$ cat src/rtl/vu_pkg.sv
// Shared definitions for the VU meter level path and the VGA bar renderer.
package vu_pkg;

  // Width of one audio level sample and of the committed bar level.
  localparam int LEVEL_W = 8;

  // Colour byte layout shared with the renderer: RRR GGG BB.
  localparam int COLOR_R_W   = 3;
  localparam int COLOR_G_W   = 3;
  localparam int COLOR_B_W   = 2;
  localparam int COLOR_R_LSB = COLOR_G_W + COLOR_B_W;
  localparam int COLOR_G_LSB = COLOR_B_W;
  localparam int COLOR_B_LSB = 0;

  // Frame controller states.
  typedef enum logic [1:0] {
    WAIT_SYNC = 2'd0,
    ACCUM     = 2'd1,
    LATCH     = 2'd2,
    PEAK      = 2'd3
  } state_t;

  typedef logic [LEVEL_W-1:0] level_t;

  // Unsigned maximum of two levels.
  function automatic level_t level_max(input level_t a, input level_t b);
    return (a > b) ? a : b;
  endfunction

  // Bits needed to count 0..n-1, never less than one bit.
  function automatic int cnt_width(input int n);
    return (n > 1) ? $clog2(n) : 1;
  endfunction

endpackage

$ cat src/rtl/vu_peak_hold.sv
// Peak-hold marker: latches new peaks, holds them for HOLD_FRAMES updates,
// then decays by one LSB every DECAY_FRAMES updates without dropping below
// the current level.
module vu_peak_hold
  import vu_pkg::*;
#(
  parameter int HOLD_FRAMES  = 30,
  parameter int DECAY_FRAMES = 2
) (
  input  logic               pixel_clock,
  input  logic               reset,
  input  logic               update,
  input  logic [LEVEL_W-1:0] level,
  output logic [LEVEL_W-1:0] peak
);

  localparam int HOLD_W  = cnt_width(HOLD_FRAMES + 1);
  localparam int DECAY_W = cnt_width(DECAY_FRAMES);
  localparam logic [HOLD_W-1:0]  HOLD_INIT  = HOLD_W'(HOLD_FRAMES);
  localparam logic [DECAY_W-1:0] DECAY_LAST = DECAY_W'(DECAY_FRAMES - 1);

  logic [HOLD_W-1:0]  hold_cnt;
  logic [DECAY_W-1:0] decay_cnt;
  level_t             peak_minus;
  level_t             peak_floor;

  // One-LSB decay candidate, floored at the current level and at zero.
  always_comb begin
    peak_minus = peak - level_t'(1);
    peak_floor = peak_minus;
    if ((peak == '0) || (peak_minus < level)) begin
      peak_floor = level;
    end
  end

  // Peak, hold and decay counters advance once per update strobe.
  always_ff @(posedge pixel_clock) begin
    if (!reset) begin
      peak      <= '0;
      hold_cnt  <= '0;
      decay_cnt <= '0;
    end else if (update) begin
      if (level >= peak) begin
        peak      <= level;
        hold_cnt  <= HOLD_INIT;
        decay_cnt <= '0;
      end else if (hold_cnt != '0) begin
        hold_cnt <= hold_cnt - 1'b1;
      end else if (decay_cnt == DECAY_LAST) begin
        decay_cnt <= '0;
        peak      <= peak_floor;
      end else begin
        decay_cnt <= decay_cnt + 1'b1;
      end
    end
  end

endmodule

$ cat src/rtl/vu_frame_ctrl.sv
// Frame-synchronous level controller: collects the per-frame maximum of the
// incoming samples and commits it to the bar renderer at each v_sync start.
module vu_frame_ctrl
  import vu_pkg::*;
#(
  parameter int   HOLD_FRAMES  = 30,
  parameter int   DECAY_FRAMES = 2,
  parameter logic V_POL        = 1'b0
) (
  input  logic               pixel_clock,
  input  logic               reset,
  input  logic [LEVEL_W-1:0] level_in,
  input  logic               level_valid,
  output logic               level_ready,
  input  logic               v_sync,
  output logic [LEVEL_W-1:0] data,
  output logic [LEVEL_W-1:0] peak,
  output logic               frame_tick
);

  state_t state;
  state_t state_next;
  logic   vs_q;
  logic   frame_edge;
  logic   xfer;
  level_t acc;
  logic   ready_next;
  logic   tick_next;
  logic   peak_update;

  // v_sync history for start-of-pulse detection.
  always_ff @(posedge pixel_clock) begin
    if (!reset) begin
      vs_q <= ~V_POL;
    end else begin
      vs_q <= v_sync;
    end
  end

  // First cycle of the sync pulse, and a completed handshake.
  always_comb begin
    frame_edge = (v_sync == V_POL) && (vs_q != V_POL);
    xfer       = level_valid && level_ready;
  end

  // FSM state register.
  always_ff @(posedge pixel_clock) begin
    if (!reset) begin
      state <= WAIT_SYNC;
    end else begin
      state <= state_next;
    end
  end

  // FSM next-state logic; edges during LATCH/PEAK are ignored.
  always_comb begin
    state_next = state;
    case (state)
      WAIT_SYNC, ACCUM: if (frame_edge) state_next = LATCH;
      LATCH:            state_next = PEAK;
      PEAK:             state_next = ACCUM;
      default:          state_next = WAIT_SYNC;
    endcase
  end

  // FSM outputs, decoded from the next state so the registered versions
  // line up with the state they belong to.
  always_comb begin
    ready_next  = (state_next == WAIT_SYNC) || (state_next == ACCUM);
    tick_next   = (state_next == PEAK);
    peak_update = (state == LATCH);
  end

  // Registered handshake and frame tick outputs.
  always_ff @(posedge pixel_clock) begin
    if (!reset) begin
      level_ready <= 1'b0;
      frame_tick  <= 1'b0;
    end else begin
      level_ready <= ready_next;
      frame_tick  <= tick_next;
    end
  end

  // Running frame maximum and committed bar level. A sample accepted on the
  // edge cycle lands in acc before LATCH reads it, so it joins this frame.
  always_ff @(posedge pixel_clock) begin
    if (!reset) begin
      acc  <= '0;
      data <= '0;
    end else if (state == LATCH) begin
      data <= acc;
      acc  <= '0;
    end else if (xfer) begin
      acc <= level_max(acc, level_in);
    end
  end

  // The peak marker is evaluated on the same edge that commits data, so in
  // the frame_tick cycle both bar and marker reflect the new frame.
  vu_peak_hold #(
    .HOLD_FRAMES (HOLD_FRAMES),
    .DECAY_FRAMES(DECAY_FRAMES)
  ) u_peak_hold (
    .pixel_clock(pixel_clock),
    .reset      (reset),
    .update     (peak_update),
    .level      (acc),
    .peak       (peak)
  );

endmodule

$ cat config.mk
export PLATFORM = sky130hd
export DESIGN_NAME = vu_frame_ctrl
export DESIGN_NICKNAME = d
export VERILOG_FILES = /design/src/rtl/vu_pkg.sv /design/src/rtl/vu_peak_hold.sv /design/src/rtl/vu_frame_ctrl.sv
export SDC_FILE = /design/constraint.sdc
export NUM_CORES = 1
export LEC_CHECK = 0
export ABC_AREA = 0
export BUFFER_PORTS_ARGS = -buffer_cell sky130_fd_sc_hd__clkbuf_2
export CAP_MARGIN = 20
export CORE_UTILIZATION = 40
export CTS_CLUSTER_DIAMETER = 60
export DETAILED_ROUTE_END_ITERATION = 16
export PLACE_DENSITY_LB_ADDON = 0.1
export SLEW_MARGIN = 20
export SYNTH_ARGS = -nofsm -noshare
export SYNTH_HDL_FRONTEND = slang
export SYNTH_SLANG_ARGS = --single-unit
$ cat constraint.sdc
create_clock -name pixel_clock -period 3 [get_ports pixel_clock]
set_clock_uncertainty 0.15 [all_clocks]
set_input_delay 0.3 -clock pixel_clock [delete_from_list [all_inputs] [get_ports pixel_clock]]
set_output_delay 0.3 -clock pixel_clock [all_outputs]
set_load 0.005 [all_outputs]
After elaboration in Yosys (flattened, before gate mapping)
Index checks and enable logic that the tools add are counted.

$add $sub $neg: 3. Multiply operators: 0. Divide/modulo/power cells: 0. Magnitude comparators: 3. Eq/ne operators: 6. Shifts and indexed selects: 0. Multiplexer cells: 11. Bitwise operators: 3. Reduce and logical (&&, ||, !) cells: 16.

Operators with widths (number): 2-to-1 mux 8 bit (4); 2-to-1 mux 5 bit (2); >= comparator 8 bit (1); > comparator 8 bit (1); zero test 8 bit (1); < comparator 8 bit (1); subtractor 8 x 1 -> 8 bit (second input constant) (1); == test 2 bit (second input constant) (3); case mux 2 bit (3 select lines) (1); AND reduction 2 bit (3); nonzero test 5 bit (1); subtractor 5 x 1 -> 5 bit (second input constant) (1); == test 2 x 1 -> 1 bit (second input constant) (2); zero test 2 bit (2); nonzero test 2 bit (2); OR reduction 2 bit (2); 2-to-1 mux 1 bit (3); NOT 1 bit (3); AND reduction 3 bit (1); logical AND 1 bit (2); logical OR 1 bit (2); 2-to-1 mux 2 bit (1); inequality test 2 x 1 -> 1 bit (second input constant) (1); adder 1 bit (second input constant) (1).

Flip-flop bits (word level): 35. Bits in latches: 0. Memory bits (writable): 0. Bits in read-only memories: 0. Input port bits: 12. Output and inout port bits: 18. Logic and storage cells: 51. Memories: 0.

Longest topological paths before layout
Gate-level depths: netlist of run 1.

Word-level depth: 7. Gate-level depth with buffers: 13. Depth with buffers taken out: 12.

Modules after synthesis
A second synthesis of run 1 with hierarchy kept.

Cell total of the unflattened synthesis: 257. Area total of the unflattened synthesis: 2250.9 um^2.

By module, submodules not included: vu_peak_hold (instances 1, cells each 143, area an instance 1209.9 um^2, sequential area each 280.3 um^2); vu_frame_ctrl (instances 1, cells each 114, area an instance 1041.0 um^2, sequential area each 420.4 um^2).

Worst setup path before layout of run 1
OpenSTA, ideal clock, no wires.

Path type: register to register. Start point: register u_peak_hold.peak[0]. End point: register u_peak_hold.peak[5]. Data arrival time: 2.452 ns. Data required time: 2.758 ns. Slack: 0.306 ns. Stages on the path, launching flop included: 14. Buffers on the path: 1. Cells stage by stage: dfxtp_1 inv_1 ha_1 nand2_1 nor4_1 xnor2_1 ha_1 o21a_1 a21oi_1 a31oi_1 nand4b_1 buf_6 mux2_4 o32ai_1.

Longest elaborated chain between the ends: 7. Elaborated cells between the ends (all ways): 12. Those cells by class: add/sub (1); order compare (2); eq/ne (1); mux (4); reduce/logical (4).

Ends and longest elaborated chain: from (decl) (line vu_peak_hold.sv:14) `output logic [LEVEL_W-1:0] peak`; from (signal assigned) (line vu_peak_hold.sv:44) `peak <= level;`; from (signal assigned) (line vu_peak_hold.sv:51) `peak <= peak_floor;`; subtractor 8 x 1 -> 8 bit (line vu_peak_hold.sv:29) `peak_minus = peak - level_t'(1);`; < comparator 8 bit (line vu_peak_hold.sv:31) `if ((peak == '0) || (peak_minus < level)) begin`; logical OR 1 bit (line vu_peak_hold.sv:31); 2-to-1 mux 8 bit (line vu_peak_hold.sv:31); 2-to-1 mux 8 bit (line vu_peak_hold.sv:49) `end else if (decay_cnt == DECAY_LAST) begin`; 2-to-1 mux 8 bit (line vu_peak_hold.sv:47) `end else if (hold_cnt != '0) begin`; 2-to-1 mux 8 bit (line vu_peak_hold.sv:43) `if (level >= peak) begin`.

Parallel ways exist; a longest one is shown, timed or not. The select of a mux whose other input is x is not followed. A chain may end at the register's enable or synchronous reset.

Worst setup path after layout of run 1
Start point: register u_peak_hold.peak[2]. End point: register u_peak_hold.peak[2].

The elaborated chain is that of the path after synthesis.

==> impl_metrics.ini, run 1 <==
[sta]
worst_slew_pin_slew_ns = 0.671
worst_slew_margin_rel = 0.553
report.final.slew_viol_count = 0
fmaxAchievable_mhz = 359
finalSetupTns_ns = 0
timing.final.setup_violations = 0
period_minus_slack_ns = 2.79
rsz0062_at_grt = false
fin_worst_hold_slack_ns = 0.0392
layout_worst_path_cycle_share = 0.929
hold_viol_final = 0

[pwr]
fin_total_pwr_mw = 1.19
irDropWorstVdd_mv = 0.296
power.density_cell_area_mw_per_mm2 = 463
p_leak_nw = 1.14

[run]
cap_violations = 0

[route]
drcViolationCount = 0
routedWlPerCell_um = 13.9
detail_route.first_pass.iterations = 5
drtIter0Drc = 77
detail_route.vias_per_cell = 5.24
via_count = 1929
drt.antenna.violating_nets = 0
routed_wl_mm = 5.13

[logic_synthesis]
synth_largest_type_area_fraction = 0.313
yosys.area_share.adder = 0.157
ys_ff_latch = 35
synth_seq_area_share = 0.313
synth_edf_count = 0
synth_fp_nets = 304
yosysWarnings = 0
synth.lib_cells_used.distinct = 42
async_flop_share = 0
muxShareOfSynthArea = 0.0448
combinational_family_with_the_most_area_after_synthesis = compound AO/OA/AOI/OAI gates
yosys.area_share.simple = 0.175
synth_area_mm2 = 0.00224
ys.flop_type = dfxtp_1
synthesis.instances = 264
synth-xor-area-share = 0.0235
synth.largest_area_cell = dfxtp_1
synth.area.top_cells = dfxtp_1, ha_1, nand2_1, inv_1, mux2i_1
syn_area_per_cell_um2 = 8.47
synth_compound_gate_area_share = 0.217

[place]
dp_hpwl_mm = 3.79
io_buffer_count = 29
gp_congestion = 0.878

[clock_tree]
number_of_cts_inserted_buffers = 5
clkTransAtPathRegs_ns = 0.09
post-cts-setup-buffer-count = 0
clock_sink_count = 35
cts_repair_resize_count = 0
clockBufferDepth = 2
clock_latency_ns = 0.30
hold_fix_buffers_cts = 0
htreeDepth = 2
clock-root-buffer = clkbuf_8
tritoncts = done

[cells_and_area]
finalNetCount = 337
antennaDiodeCount = 0
layout.cells.most_common_list = nand2_1, dfxtp_1, clkbuf_2
area_growth_pct = 15.4
fraction_of_layout_instances_using_a_drive_strength_above_1 = 0.188

[worst_setup_path]
worstSetupEndpointType = flip-flop
critical_path.max_fanout = 8
reg2reg_from = u_peak_hold.peak[2]
cp-startpoint = u_peak_hold.peak[2]
required_ns = 3.05
path_class = flip-flop to flip-flop
timing.critical_path.from_type = flip-flop
critical_path_arrival_ns = 2.84

[floorplan]
num_io_pins = 30
die_area_mm2 = 0.00589
die_width_um = 76.8
placement_rows = 26
placeableCoreArea_mm2 = 0.00524
initial_utilization = 0.427
die_h_um = 76.8

[global_route]
globalRouteOverflowTotal = 0
grt_use_total = 0.179
grt_pass1_vias = 1728
initial_antenna_violation_count = 0
grt_start_max_net_pins = 18
wire_length_of_the_first_global_routing_pass_mm = 8.27

[status]
outcome = completed

[min_path]
worst_hold_startpoint = v_sync
min-delay-path-class = primary input to flip-flop
==> Yosys cell counts (3+ instances only) <==
cell type   n
mux2i_1     7
o31ai_1     8
nor2_1     10
nand3_1     6
clkbuf_1    7
o211ai_1    9
a31oi_1     5
dfxtp_1    35
nor3_1      4
o22ai_1     5
a21oi_1    12
a21boi_0    7
nand2b_1    6
inv_1      29
a21o_1      5
xnor2_1     5
o21ai_0     3
nand2_1    35
ha_1       28
o32ai_1     3
nor2b_1     7
==> per-stage QoR <==
stage | area (um2) | std cells | worst slack (ns) | util
after floorplan | 2240 | 264 | 0.306 | -
after CTS | 2570 | 368 | 0.0840 | 0.490
after detailed placement | 2470 | 360 | 0.117 | 0.472
final | 2580 | 368 | 0.214 | 0.493
after global placement | 2470 | 360 | 0.181 | 0.472
after global routing | 2580 | 368 | 0.0394 | 0.493
==> worst max-delay path: stages (launching register included) <==
cell and delay (ns):
dfxtp_1 0.38, nor3_2 0.29, nand2_1 0.10, xnor2_1 0.21, ha_1 0.26, or3_1 0.34, a21oi_1 0.13, a31oi_1 0.08
nand4b_1 0.12, buf_4 0.20, mux2_4 0.31, o32ai_1 0.12
==> registers in the layout (all words and copies together) (netlist names) <==
| register | flops |
|---|---|
| acc | 8 |
| data | 8 |
| u_peak_hold.peak | 8 |
| u_peak_hold.hold_cnt | 5 |
| state | 2 |
| frame_tick | 1 |
| level_ready | 1 |
| u_peak_hold.decay_cnt | 1 |
| vs_q | 1 |
==> worst paths after layout <==
| check | endpoint | slack, ns | depth (start not counted) |
|---|---|---|---|
| setup / recovery | u_peak_hold.peak[2] | 0.21 | 11 |
| hold / removal | vs_q | 0.04 | 2 |
| hold reg to reg | data[7] | 0.32 | 2 |
| setup reg to reg | u_peak_hold.peak[2] | 0.21 | 11 |
==> power by group <==
| part | switching [mW] | internal (mW) |
|---|---|---|
| Clock | 0.209 | 0.166 |
| Sequential | 0.0274 | 0.488 |
| Combinational | 0.164 | 0.138 |
| Total | 0.401 | 0.793 |
==> logic make-up after synthesis <==
family | after synthesis
DFF | 35
AOI/OAI and AO/OA | 68
adders and majority gates | 28
buffers and inverters | 39
and+or+nand+nor | 79
xor gates and xnor gates | 6
muxes | 9
==> metal layers <==
layer | vias to the layer above | global-route usage | part of all wire
met2 | 39 | 0.272 | 0.43
met1 | 876 | 0.244 | 0.51
met4 | 0 | 0.0712 | 0.017
li1 | 1005 | - | -
met5 | - | 0 | 0
met3 | 9 | 0.0405 | 0.042
==> final cells by class <==
cell class | instances | area, um2
fillers | 524 | 2660
multi-input cells | 190 | 1390
flip-flops and latches | 35 | 701
repair buffers | 36 | 198
inverters | 29 | 109
well taps | 70 | 87.6
clock buffers | 5 | 68.8
clock inverters | 3 | 23.8
Note: power is estimated with default switching activity, not from simulation.
==> run 2: changes to the inputs <==
SYNTH_HIERARCHICAL = 1   (was not set)
==> run 2 against run 1 <==
Effect of this change:
- global-route usage increased by 0.62 points
- highest routed layer unchanged
- maximum frequency increased by 0.92%
- power increased by 11%
- die area grew 0.65%
- sequential share of layout area down 0.22 points
- largest power group unchanged
- critical endpoint is now u_peak_hold/peak[1]
==> impl_metrics.ini, run 2 <==
[pwr]
power.density_cell_area_mw_per_mm2 = 508
p_leak_nw = 1.09
irDropWorstVdd_mv = 0.218

[worst_setup_path]
slowest_delay_ns = 0.47
crit_path_top_delay_cell = o311a_2
timing.critical_path.from_type = flip-flop
required_ns = 3.04
cp_top_family = compound AO/OA/AOI/OAI gates
critical_path.cell_chain = nor4_1, and2_1, nand2_1, xnor2_1, ha_1, o2111ai_1, a21oi_1, o311a_2, mux2i_1, o2bb2ai_1
cp_num_buf_inv = 0
critical_path.max_fanout = 9
path_class = flip-flop to flip-flop
worstSetupEndpointType = flip-flop
critical_path_arrival_ns = 2.80

[cells_and_area]
final_design_area_no_fill_mm2 = 0.00260
layout.cells.most_common_list = dfxtp_1, nand2_1, inv_1, clkbuf_2, ha_1
antennaDiodeCount = 0
finalNetCount = 331
reg_top3 = acc: 8 flops, data: 8 flops, u_peak_hold/peak: 8 flops
area_growth_pct = 15.6
fraction_of_layout_instances_using_a_drive_strength_above_1 = 0.192
most_common_cell_after_layout_fill_and_taps_aside = dfxtp_1
instances_no_fill = 362

[route]
via_count = 1891
drtIter0Drc = 72
drt.antenna.violating_nets = 0
detail_route.first_pass.iterations = 4
detail_route.vias_per_cell = 5.22
routed_wl_mm = 5.11
drcViolationCount = 0
routedWlPerCell_um = 14.1

[global_route]
initial_antenna_violation_count = 0
grt_pass1_vias = 1785
grt_use_total = 0.186
globalRouteOverflowTotal = 0
wire_length_of_the_first_global_routing_pass_mm = 8.63
grt_start_max_net_pins = 21

[clock_tree]
htreeDepth = 2
clock-root-buffer = clkbuf_8
clkTransAtPathRegs_ns = 0.08
post-cts-setup-buffer-count = 0
clock_latency_ns = 0.30
tritoncts = done
number_of_cts_inserted_buffers = 5
cts_repair_resize_count = 0
clockBufferDepth = 2
clock_sink_count = 35
hold_fix_buffers_cts = 0

[place]
gp_congestion = 0.755
dp_hpwl_mm = 3.81
placed_cells_incl_taps = 354
placed_area_mm2 = 0.00248
io_buffer_count = 29

[logic_synthesis]
ys.flop_type = dfxtp_1
synth_area_mm2 = 0.00225
synth.largest_area_cell = dfxtp_1
synth_fp_nets = 297
async_flop_share = 0
syn_area_per_cell_um2 = 8.76
synth_largest_type_area_fraction = 0.311
synth_edf_count = 0
synth.lib_cells_used.distinct = 51
ys_ff_latch = 35
synthMostInstantiatedCell = dfxtp_1
synth_common_cells = dfxtp_1, nand2_1, inv_1
synthesis.instances = 257
synth.area.top_cells = dfxtp_1, ha_1, nand2_1, inv_1, a21boi_1
yosysWarnings = 6
synth_seq_area_share = 0.311

[sta]
timing.final.setup_violations = 0
finalSetupTns_ns = 0
worst_slew_pin_slew_ns = 0.450
layout_worst_path_cycle_share = 0.920
report.final.slew_viol_count = 0
fmaxAchievable_mhz = 362
worst_slew_margin_rel = 0.700
hold_viol_final = 0
period_minus_slack_ns = 2.76
rsz0062_at_grt = false

[status]
outcome = completed

[floorplan]
num_io_pins = 30
initial_utilization = 0.427
placement_rows = 26
placeableCoreArea_mm2 = 0.00527
die_width_um = 77.0
die_h_um = 77.0
die_area_mm2 = 0.00593

[min_path]
min-delay-path-class = primary input to flip-flop

[run]
cap_violations = 0
==> run 2: cell count changes after synthesis, sizes merged, moves of 5 or more <==
cell and change:
o22ai -5, o211ai -8, nand3 +6, o21ai +9
o2bb2ai +7, o31ai -7, a21boi +12
==> run 2: power breakdown <==
| group | internal (mW) | total, mW | switching [mW] |
|---|---|---|---|
| logic | 0.154 | 0.345 | 0.191 |
| registers | 0.491 | 0.526 | 0.0349 |
| clock network | 0.252 | 0.451 | 0.199 |
==> run 2: worst reg2reg max path: stages (launching register included) <==
cell and delay [ns]:
dfxtp_1 0.36, nor4_1 0.43, and2_1 0.21, nand2_1 0.07, xnor2_1 0.19, ha_1 0.28
o2111ai_1 0.12, a21oi_1 0.06, o311a_2 0.47, mux2i_1 0.23, o2bb2ai_1 0.09
==> run 2: stage by stage <==
step / util / setup WS [ns] / power, mW / hold slack [ns]
after floorplan: - / 0.576 / 0.792 / 0.223
after global placement: 0.471 / 0.116 / 0.879 / 0.305
after detailed placement: 0.471 / 0.131 / 0.880 / 0.312
after CTS: 0.493 / 0.105 / 1.34 / 0.0348
after global routing: 0.494 / 0.0602 / 1.41 / 0.0368
final: 0.494 / 0.239 / 1.32 / 0.0449
==> run 2: kinds of logic (layout without fill, tap and decap cells) <==
logic type,count (synthesis),in the layout,share of synthesized area
xor+xnor,6,6,0.0233
mux,9,9,0.0406
flops,35,35,0.311
buf+inv,38,73,0.0684
compound gates,66,66,0.222
fa+ha+maj,28,28,0.156
simple gates,75,75,0.179
==> run 2: area by class of cell <==
| type | count | area [um2] |
|---|---|---|
| tap | 70 | 87.6 |
| fill | 539 | 2670 |
| sequential | 35 | 701 |
| multi-input combinational | 184 | 1400 |
| clock buffer | 5 | 68.8 |
| timing repair buffer | 34 | 183 |
| clock inverter | 3 | 47.5 |
| inverter | 31 | 116 |
==> run 2: final timing paths <==
check	cells after the start	startpoint	endpoint	slack, ns
worst max-delay path	10	u_peak_hold/peak[3]	u_peak_hold/peak[1]	0.24
worst min-delay path	2	v_sync	vs_q	0.04
worst max register to register	10	u_peak_hold/peak[3]	u_peak_hold/peak[1]	0.24
worst min register to register	2	data[2]	data[2]	0.32
==> run 2: metal layers <==
metal	global-route usage	wire, um	vias to the layer above
met1	0.236	2520	878
met4	0.0792	93	0
li1	-	-	977
met2	0.308	2350	28
met3	0.0310	144	8
met5	0	0	-
